## src/rtl/regfile_param.sv

```systemverilog
// Parametrised two-read/one-write register file with optional hard-wired zero
// entry, optional write-to-read bypass and a one-entry-per-cycle clear engine.
module regfile_param #(
  parameter int unsigned DATA_W   = 32,
  parameter int unsigned ADDR_W   = 5,
  parameter bit          ZERO_REG = 1'b1,
  parameter bit          BYPASS   = 1'b1
) (
  input  logic              clk,
  input  logic              rst,
  input  logic              we,
  output logic              we_rdy,
  input  logic [ADDR_W-1:0] waddr,
  input  logic [DATA_W-1:0] wdata,
  input  logic [ADDR_W-1:0] raddr1,
  input  logic [ADDR_W-1:0] raddr2,
  output logic [DATA_W-1:0] rdata1,
  output logic [DATA_W-1:0] rdata2,
  input  logic              clr,
  output logic              busy
);

  localparam int unsigned       DEPTH    = 1 << ADDR_W;
  localparam logic [ADDR_W-1:0] LAST_IDX = ADDR_W'(DEPTH - 1);

  typedef enum logic {
    IDLE  = 1'b0,
    CLEAR = 1'b1
  } state_t;

  state_t            state, state_nxt;
  logic [ADDR_W-1:0] clr_idx, clr_idx_nxt;
  logic              wr_acc;
  logic [DATA_W-1:0] mem [DEPTH];

  // State register and clear index
  always_ff @(posedge clk or negedge rst) begin
    if (!rst) begin
      state   <= IDLE;
      clr_idx <= '0;
    end else begin
      state   <= state_nxt;
      clr_idx <= clr_idx_nxt;
    end
  end

  // Next state and handshake; clr wins over a same-cycle write
  always_comb begin
    state_nxt   = state;
    clr_idx_nxt = clr_idx;
    busy        = 1'b0;
    we_rdy      = 1'b0;
    wr_acc      = 1'b0;
    case (state)
      IDLE: begin
        we_rdy = ~clr;
        wr_acc = we & ~clr;
        if (clr) begin
          state_nxt   = CLEAR;
          clr_idx_nxt = '0;
        end
      end
      CLEAR: begin
        busy        = 1'b1;
        clr_idx_nxt = clr_idx + ADDR_W'(1);
        if (clr_idx == LAST_IDX) begin
          state_nxt = IDLE;
        end
      end
      default: state_nxt = IDLE;
    endcase
  end

  // Storage array: zeroed by reset and by the clear engine
  always_ff @(posedge clk or negedge rst) begin
    if (!rst) begin
      for (int i = 0; i < int'(DEPTH); i++) begin
        mem[i] <= '0;
      end
    end else if (state == CLEAR) begin
      mem[clr_idx] <= '0;
    end else if (wr_acc && !(ZERO_REG && (waddr == '0))) begin
      mem[waddr] <= wdata;
    end
  end

  // Read port 1: zero entry overrides bypass, bypass overrides storage
  always_comb begin
    rdata1 = mem[raddr1];
    if (BYPASS && wr_acc && (waddr == raddr1)) begin
      rdata1 = wdata;
    end
    if (ZERO_REG && (raddr1 == '0)) begin
      rdata1 = '0;
    end
  end

  // Read port 2: same priority as port 1
  always_comb begin
    rdata2 = mem[raddr2];
    if (BYPASS && wr_acc && (waddr == raddr2)) begin
      rdata2 = wdata;
    end
    if (ZERO_REG && (raddr2 == '0)) begin
      rdata2 = '0;
    end
  end

endmodule

```

## config.mk

```make
export PLATFORM = sky130hd
export DESIGN_NAME = regfile_param
export DESIGN_NICKNAME = d
export VERILOG_FILES = /design/src/rtl/regfile_param.sv
export SDC_FILE = /design/constraint.sdc
export NUM_CORES = 2
export LEC_CHECK = 0
export ABC_AREA = 1
export ABC_CLOCK_PERIOD_IN_PS = 1900
export BUFFER_PORTS_ARGS = -buffer_cell sky130_fd_sc_hd__buf_2
export CAP_MARGIN = 20
export CORE_ASPECT_RATIO = 2
export CORE_MARGIN = 4
export CORE_UTILIZATION = 40
export CTS_CLUSTER_DIAMETER = 100
export DETAILED_ROUTE_END_ITERATION = 8
export PLACE_DENSITY = 0.51
export SYNTH_ARGS = -nofsm -noshare
export SYNTH_HDL_FRONTEND = slang
export SYNTH_SLANG_ARGS = --single-unit
```

## constraint.sdc

```tcl
create_clock -name clk -period 1.9 [get_ports clk]
set_input_delay 0.095 -clock clk [delete_from_list [all_inputs] [get_ports clk]]
set_output_delay 0.095 -clock clk [all_outputs]
set_load 0.05 [all_outputs]
```

==> impl_metrics.tcl <==
set metrics [dict create \
    critPathMaxFanout 32 \
    p_leak_uw 0.0381 \
    failed_checks "setup timing" \
    num_vias 65170 \
    track_usage 0.405 \
    synth_nets 8271 \
    ant_nets 0 \
    drt-pass1-iter-count 8 \
    insertion_delay_ns 0.76 \
    setup_ws_ns -0.734 \
    routed_wl_mm 323 \
    yosysTopAreaCellShare 0.441 \
    use_met3 0.0725 \
    numClockSinks 1030 \
    end_kind "output pin" \
    cts_root_buffer "clkbuf_16" \
    nets 8591 \
    pwr_density_cell_nw_per_um2 832 \
    met1_usage 0.448 \
    area_growth_pct 29.0 \
    ys_types 30 \
    hpwl_mm 210 \
    hp-class "input pin to flip-flop" \
    die_h_um 549 \
    rows 198 \
    final_common_cell "nand2_1" \
    status "complete, but fails checks" \
    dp_cells 10239 \
    gp_congestion 0.952 \
    mostFrequentLayoutCells "2157 x nand2_1, 1758 x nand3_1, 1117 x inv_1, 1029 x dfrtp_1, 921 x o22ai_1" \
    htree_levels 3 \
    cpMostUsedCell "buf_4" \
    drc 0 \
    globalRouteMet2Util 0.649 \
    final_cells 10524 \
    ff2ff_setup_slack_ns -0.41 \
    crit_family "simple AND/OR/NAND/NOR gates" \
    ys_seq_area_frac 0.441 \
    fill_cells 14091 \
    period_share 1.39 \
    pin_count 117 \
    cts.path.max_buffers 3 \
    final_hold_viol_count 0 \
    avgSynthCellArea_um2 7.11 \
    hold_ws_ns 0.0347 \
    post_dp_cell_area_um2 68500 \
    setup_tns_ns -231.06 \
    irDropWorstVdd_mv 0.811 \
    die_w_um 278 \
    viasPerCell 6.19 \
    synth_area_leader_cell "dfrtp_1" \
    slew_headroom 0.580 \
    crit_arrival_ns 2.54 \
    first_iter_violations 7692 \
    clk_pin_slew_ns 0.07 \
    grt_pass1_vias 63862 \
    slowest_delay_ns 0.42 \
    die_area_um2 153000 \
    crit_required_ns 1.80 \
    ys_warn_count 0 \
    grt_busiest_layer "met2" \
    clock.fmax_mhz 380 \
    synth_edf_count 0 \
    grt_max_degree 65 \
    drive_gt1_frac 0.164 \
    regArea_um2 25800 \
    synth_top_cells_by_area "dfrtp_1 44%, nand3_1 15%, nand2_1 14%" \
    synth-seq-cells 1030 \
    finalClockSkew_ns 0.0252 \
    mappedNetlistArea_um2 58400 \
    start_kind "flip-flop" \
    grt_antenna_before_repair 5 \
    layout_min_cycle_time_ns 2.63 \
    cap_violations 0 \
    criticalPathCategory "flip-flop to output pin" \
    crit_path_cell_trace "nor2_4 -> nand2_4 -> nor3_4 -> nand3_4 -> buf_12 -> buf_4 -> a21oi_4 -> buf_4" \
    crit_path_top_delay_cell "dfrtp_2" \
    portBuffers 116 \
    multi_input_area_um2 27700 \
    wl_per_cell_um 30.7 \
    synth-main-ff-cell "dfrtp_1" \
    cts_inserted_buffers 102 \
    rsz0062_at_grt "yes" \
    drv_slew 0 \
    final_cell_area_um2 75400 \
    grt_overflow 0 \
    crit_buf_inv 3 \
    utilization 0.519 \
    synthArstFlopShare 1.00 \
    start_util 0.402 \
    cts_tree "yes" \
    core_um2 145000 \
    synth_cells 8215 \
    worst_pin_slew_ns 0.630 \
    report.final.setup_viol 1056 \
    grt_pass1_wl_mm 454 \
]
## per-layer routing
layer  vias up  part of all wire
li1      27901                 -
met1     31565              0.33
met2      4070              0.45
met3      1634             0.083
met4         0              0.13
met5         -                 0
## report_power, final
| part | switching (uW) | internal (uW) | total [uW] |
|---|---|---|---|
| Combinational | 11800 | 6130 | 17900 |
| Clock | 9710 | 12100 | 21800 |
| Sequential | 317 | 22700 | 23000 |
| Total | 21800 | 40900 | 62700 |
## sequential cells by signal, summed over array words and instances (netlist names)
name,flops
mem,1024
clr_idx,5
state,1
## cell usage after synthesis (4+ instances only)
master    instances
inv_1          1121
nand2_2           7
buf_1            58
inv_2             7
nand2_1        2210
o22ai_1         983
buf_2           150
nor2_1           38
clkbuf_1        533
o211ai_1        111
o21ai_0          78
nor3_1            9
nand4_1           7
clkinv_1          4
o21ai_1           5
a21oi_1          66
nand3_1        1773
dfrtp_1        1030
ha_1              5
## what timing repair did
item                       4_1_cts  5_1_grt
hold endpoints to repair       942        0
setup endpoints to repair      523     1057
hold buffers                     9        0
cloned                          22       13
resized for setup              213      237
setup buffers                   40       20
pin swaps                       11       12
## tightest hold or removal path, cell delays in order
cell,delay [ns]
buf_2,0.12
inv_1,0.05
buf_4,0.25
o22ai_2,0.21
## cell families (layout without fill, tap and decap cells)
logic type	Yosys count	count (layout)	synth area share
buffers and inverters	1874	2275	0.124
AOI/OAI and AO/OA	1245	1245	0.133
xor gates and xnor gates	3	3	0.000450
DFF	1030	1030	0.441
other	0	8	0
and+or+nand+nor	4058	4058	0.301
adders and majority gates	5	5	0.00107
## final timing paths
check                                      startpoint                    end  cells after the start
worst max-delay path                  state$_DFF_PN0_             rdata2[31]                      8
worst min-delay path                         wdata[6]   mem[422]$_DFFE_PN0P_                      4
worst max register to register        state$_DFF_PN0_   mem[485]$_DFFE_PN0P_                     15
worst min register to register  mem[1016]$_DFFE_PN0P_  mem[1016]$_DFFE_PN0P_                      2
max in group asynchronous                         rst    mem[79]$_DFFE_PN0P_                      4
min in group asynchronous                         rst   mem[250]$_DFFE_PN0P_                      3
## stage by stage
stage | total power [uW] | setup WS [ns]
final | 62700 | -0.734
after global routing | 64300 | -0.761
after floorplan | 31000 | -0.185
after detailed placement | 39000 | -0.286
after CTS | 62000 | -0.711
after global placement | 39000 | -0.316
## layout make-up
| cell class | count | area share |
|---|---|---|
| antenna | 8 | 0.000265 |
| clock buffer | 144 | 0.0399 |
| clock inverter | 41 | 0.00591 |
| inverter | 1132 | 0.0570 |
| multi-input combinational | 5311 | 0.367 |
| sequential | 1030 | 0.342 |
| tap | 1900 | 0.0315 |
| timing repair buffer | 958 | 0.157 |
Power figures use the tool's default switching activity.
